File: config.mk
export PLATFORM = sky130hd
export DESIGN_NAME = mult_div_unit
export DESIGN_NICKNAME = d
export VERILOG_FILES = /design/src/rtl/mult_div_unit.sv
export SDC_FILE = /design/constraint.sdc
export NUM_CORES = 1
export LEC_CHECK = 0
export CORE_ASPECT_RATIO = 1.75
export CORE_MARGIN = 5
export CORE_UTILIZATION = 54
export DETAILED_ROUTE_END_ITERATION = 10
export GPL_ROUTABILITY_DRIVEN = 0
export GPL_TIMING_DRIVEN = 0
export PLACE_DENSITY = 0.8
export REMOVE_ABC_BUFFERS = 1
export SYNTH_ARGS = -nofsm -noshare
export SYNTH_HDL_FRONTEND = slang
export SYNTH_SLANG_ARGS = --single-unit
File: constraint.sdc
create_clock -name clk -period 3.9 [get_ports clk]
set_input_delay 0.78 -clock clk [delete_from_list [all_inputs] [get_ports clk]]
set_output_delay 0.78 -clock clk [all_outputs]
set_load 0.03 [all_outputs]
File: src/rtl/mult_div_unit.sv
// rtl/mult_div_unit.sv - iterative MIPS multiply/divide unit with HI/LO registers; optional MDU_EARLY_TERM_EN
module mult_div_unit #(
  parameter int WIDTH = 32
) (
  input  logic             clk,
  input  logic             rst,
  input  logic             start,
  input  logic [1:0]       op,
  input  logic [WIDTH-1:0] operand_a,
  input  logic [WIDTH-1:0] operand_b,
  input  logic             hi_we,
  input  logic             lo_we,
  input  logic [WIDTH-1:0] wdata,
  output logic             busy,
  output logic             done,
  output logic             div_by_zero,
  output logic [WIDTH-1:0] hi,
  output logic [WIDTH-1:0] lo
);
  localparam int CW = $clog2(WIDTH);

  typedef enum logic [1:0] {IDLE, RUN, FIX} state_t;

  state_t             state, state_nx;
  logic [CW-1:0]      count;
  logic [2*WIDTH-1:0] acc;      // product, or {remainder, dividend/quotient}
  logic [2*WIDTH-1:0] mcand;    // multiplicand magnitude, shifted left each step
  logic [WIDTH-1:0]   mb;       // multiplier (shifted right) or divisor magnitude
  logic               is_div, div0, neg_q, neg_r;

  logic               op_div, op_signed, a_neg, b_neg;
  logic [WIDTH-1:0]   a_mag, b_mag;
  logic [WIDTH:0]     div_shift;
  logic [WIDTH:0]     div_diff;  // top bit is the borrow of the trial subtraction
  logic [2*WIDTH-1:0] prod_fix;
  logic [WIDTH-1:0]   quot_fix, rem_fix;
  logic               last_step;

  assign op_div    = op[1];
  assign op_signed = ~op[0];
  assign a_neg     = op_signed & operand_a[WIDTH-1];
  assign b_neg     = op_signed & operand_b[WIDTH-1];
  assign a_mag     = a_neg ? -operand_a : operand_a;
  assign b_mag     = b_neg ? -operand_b : operand_b;

  // Remainder is always below the divisor, so the shifted remainder fits WIDTH+1 bits.
  assign div_shift = {acc[2*WIDTH-1:WIDTH], acc[WIDTH-1]};
  assign div_diff  = div_shift - {1'b0, mb};

  assign prod_fix  = neg_q ? -acc : acc;
  assign quot_fix  = neg_q ? -acc[WIDTH-1:0] : acc[WIDTH-1:0];
  assign rem_fix   = neg_r ? -acc[2*WIDTH-1:WIDTH] : acc[2*WIDTH-1:WIDTH];

  // Decide whether the current RUN step is the final one
  always_comb begin
    last_step = (count == CW'(WIDTH-1));
`ifdef MDU_EARLY_TERM_EN
    if (!is_div && (mb[WIDTH-1:1] == '0)) last_step = 1'b1;
`endif
  end

  // Next-state logic
  always_comb begin
    state_nx = state;
    case (state)
      IDLE:    if (start) state_nx = (op_div && (operand_b == '0)) ? FIX : RUN;
      RUN:     if (last_step) state_nx = FIX;
      FIX:     state_nx = IDLE;
      default: state_nx = IDLE;
    endcase
  end

  // State register and registered status outputs
  always_ff @(posedge clk) begin
    if (rst) begin
      state       <= IDLE;
      busy        <= 1'b0;
      done        <= 1'b0;
      div_by_zero <= 1'b0;
    end else begin
      state       <= state_nx;
      busy        <= (state_nx != IDLE);
      done        <= (state == FIX);
      div_by_zero <= (state == FIX) && div0;
    end
  end

  // Operand capture and one radix-2 step per RUN cycle
  always_ff @(posedge clk) begin
    if (rst) begin
      count  <= '0;
      acc    <= '0;
      mcand  <= '0;
      mb     <= '0;
      is_div <= 1'b0;
      div0   <= 1'b0;
      neg_q  <= 1'b0;
      neg_r  <= 1'b0;
    end else begin
      case (state)
        IDLE: if (start) begin
          count  <= '0;
          is_div <= op_div;
          div0   <= op_div && (operand_b == '0);
          neg_q  <= a_neg ^ b_neg;
          neg_r  <= a_neg;
          mb     <= b_mag;
          if (op_div) begin
            acc   <= {{WIDTH{1'b0}}, a_mag};
            mcand <= '0;
          end else begin
            acc   <= '0;
            mcand <= {{WIDTH{1'b0}}, a_mag};
          end
        end
        RUN: begin
          count <= count + 1'b1;
          if (is_div) begin
            if (!div_diff[WIDTH]) acc <= {div_diff[WIDTH-1:0], acc[WIDTH-2:0], 1'b1};
            else                  acc <= {div_shift[WIDTH-1:0], acc[WIDTH-2:0], 1'b0};
          end else begin
            if (mb[0]) acc <= acc + mcand;
            mcand <= {mcand[2*WIDTH-2:0], 1'b0};
            mb    <= mb >> 1;
          end
        end
        default: ;
      endcase
    end
  end

  // HI/LO: sign-corrected result in FIX, MTHI/MTLO only when idle and not starting
  always_ff @(posedge clk) begin
    if (rst) begin
      hi <= '0;
      lo <= '0;
    end else if (state == FIX) begin
      if (!div0) begin
        if (is_div) begin
          hi <= rem_fix;
          lo <= quot_fix;
        end else begin
          {hi, lo} <= prod_fix;
        end
      end
    end else if ((state == IDLE) && !start) begin
      if (hi_we) hi <= wdata;
      if (lo_we) lo <= wdata;
    end
  end
endmodule
==> flow_summary.ini <==
[placed_design]
place_hpwl_um = 47300
placed_cells = 3005
port_buffers = 169
post-place-ws_ns = -1.05

[timing]
worst_slack_ns = 0.0660
fin_tns_setup_ns = 0
setup_viol_count_final = 0
fin_skew_ns = 0.0282
hold_viol = 0
worst_pin_slew_ns = 1.25
period_needed_ns = 3.83
rsz0062_at_grt = true
fin_crit_sh_pct = 98.3
slew_headroom_pct = 16.5
drv_slew = 0
fmax_mhz = 261

[route]
firstDrtPassIters = 8
drc = 0
avgViaCountPerCell = 6.56
route.vias.total = 20000
wl_per_cell_um = 21.4
drtAntennaViolNets = 0
postRouteWirelength_um = 65300
drt-initial-drc-count = 1745

[final_layout]
fin_cells = 3053
drive_above_1_share_pct = 5.58
nFillCells = 2938
areaGrowthSynthToFinish_pct = 17.2
n_antenna_cell = 0
finalNetCount = 2787
utilization_pct = 64.0

[synth]
synthDistinctLibCells = 68
synth_fa_ha_area_share_pct = 7.10
seq_area_frac_synth_pct = 25.9
syn_area_um2 = 18400
synth_mux_area_share_pct = 1.73
synth_common_cells = nor2_1, a21oi_1, dfxtp_1, nand2_1, o21ai_0
ys_warn_count = 0
synth-seq-cells = 238
async_flop_share_pct = 0
synth.area.top_cells = dfxtp_1, nor2_1, a21oi_1
synth_compound_area_share_pct = 30.8
synth_ff_type = dfxtp_1
synth_top_area_cell = dfxtp_1
synth_edf_count = 0
syn_area_per_cell_um2 = 7.23
synthCells = 2540
yosys.area.top_type_share_pct = 25.9
synthSimpleGateAreaFrac_pct = 20.2
synth_top_family_by_area = compound AO/OA/AOI/OAI gates
yosysMostFrequentCell = nor2_1
synth-xor-area-share_pct = 9.35

[critical_path]
cp.required_ns = 4.36
start_kind = flip-flop
reg2reg_depth = 10
criticalPathCategory = reg2reg
path_max_fanout = 8
crit_path_end_kind = flip-flop
cp_data_arrival_time_ns = 4.30

[power_and_ir_drop]
irDropWorstVdd_uv = 220
p_leak_uw = 0.00827
powerDensity_nw_per_um2 = 343

[floorplanning]
die_h_um = 254
initial_core_util_pct = 54.6
core_area_um2 = 33600
rows = 89
io_pins = 170
fp.dieArea_um2 = 37900
fp.dieW_um = 149

[global_route]
grt_pass1_vias = 19500
grt_max_degree = 155
grt_pass1_wl_um = 100000
grt-ovfl-total = 0
antenna_found_initial = 0
grt_use_total_pct = 32.9

[run]
maxCapViolCount = 0

[worst_hold_path]
whs_path_depth = 2
hold_path_class = reg2reg

[clocking]
numCtsBuffers = 23
clk_latency_ns = 0.57
cts_root_buf = clkbuf_16
h-tree-depth = 1
clock-sinks = 238
clk_pin_slew_worst_paths_ns = 0.07
clk_path_buf_depth = 3
cts_tree = yes
ctsHoldBuffers = 0

[run_status]
outcome = finished clean
cell families (layout without fill, tap and decap cells):
group,Yosys count,count (layout)
AOI/OAI and AO/OA,895,895
and+or+nand+nor,838,838
buffers and inverters,239,297
DFF,238,238
xor gates and xnor gates,196,196
adders and majority gates,103,103
muxes,31,31
through the flow:
step / hold slack (ns) / cell area, µm² / total power (µW)
after floorplan: 0.435 / 17700 / 4060
after global routing: 0.480 / 21500 / 7660
after global placement: 0.445 / 20000 / 4700
after detailed placement: 0.448 / 20300 / 4770
final: 0.455 / 21500 / 7380
after CTS: 0.457 / 21300 / 7270
path summary, 6_finish.rpt:
kind	start	endpoint	slack, ns
max reg2reg	acc[11]$_SDFFE_PP0P_	hi[21]$_SDFFE_PP0P_	0.07
min	hi[30]$_SDFFE_PP0P_	hi[30]$_SDFFE_PP0P_	0.45
min reg2reg	hi[30]$_SDFFE_PP0P_	hi[30]$_SDFFE_PP0P_	0.45
max	acc[11]$_SDFFE_PP0P_	hi[21]$_SDFFE_PP0P_	0.07
cell type report:
class	instances	area, µm²	area share, %
repair buffers	186	2000	9.30
multi-input cells	2063	13100	60.8
inverters	69	259	1.20
clock inverters	16	200	0.930
clock buffers	26	618	2.87
flip-flops and latches	238	4780	22.2
well taps	455	569	2.65
routing by layer:
metal  track usage, %  part of all wire, %  vias up
li1                 -                    -     9275
met1             33.4                   32     9248
met2             56.9                   48     1114
met3             6.44                  9.0      400
met4             28.6                   10        0
met5                0                    0        -
where the power goes:
| group | internal (µW) | switching (µW) | total (µW) |
|---|---|---|---|
| clock | 1420 | 1090 | 2510 |
| combinational | 807 | 1260 | 2070 |
| sequential | 2580 | 215 | 2790 |
timing repair:
action,in CTS,in global routing
endpoints found under the setup margin,49,42
gates cloned,0,1
gates resized for setup,35,30
setup buffers,2,3
pin swaps,4,7
endpoints found under the hold margin,0,0
sequential cells by signal (all words and copies together) (netlist names):
register	flops
div_by_zero	1
busy	1
neg_r	1
is_div	1
lo	32
neg_q	1
done	1
mb	32
hi	32
count	5
acc	64
mcand	64
div0	1
state	2
layout by cell type, fill, tap and decap left out, types with 25 or more instances in the layout:
master	synthesis	routed
a211oi_1	81	81
a21o_1	45	45
a21oi_1	287	281
a22oi_1	42	42
clkbuf_16	0	25
clkdlybuf4s50_1	0	168
dfxtp_1	238	227
ha_1	101	101
inv_1	69	69
mux2i_1	25	25
nand2_1	208	208
nand3_1	34	34
nor2_1	386	380
nor3_1	54	52
o211ai_1	39	39
o21ai_0	192	186
o31ai_1	30	27
or3_1	28	27
xnor2_1	106	106
xor2_1	90	88
worst max-delay path, cell delays in order, from the launching register on:
cell and delay (ns):
dfxtp_2 0.37, or4_4 0.57, or4_1 0.45, or2_4 0.26, or4_4 0.49, or3_1 0.40, a211o_1 0.34, a21oi_1 0.21
o21ai_1 0.09, a311o_1 0.42, a21oi_1 0.14
(Power assumes the default switching activity.)
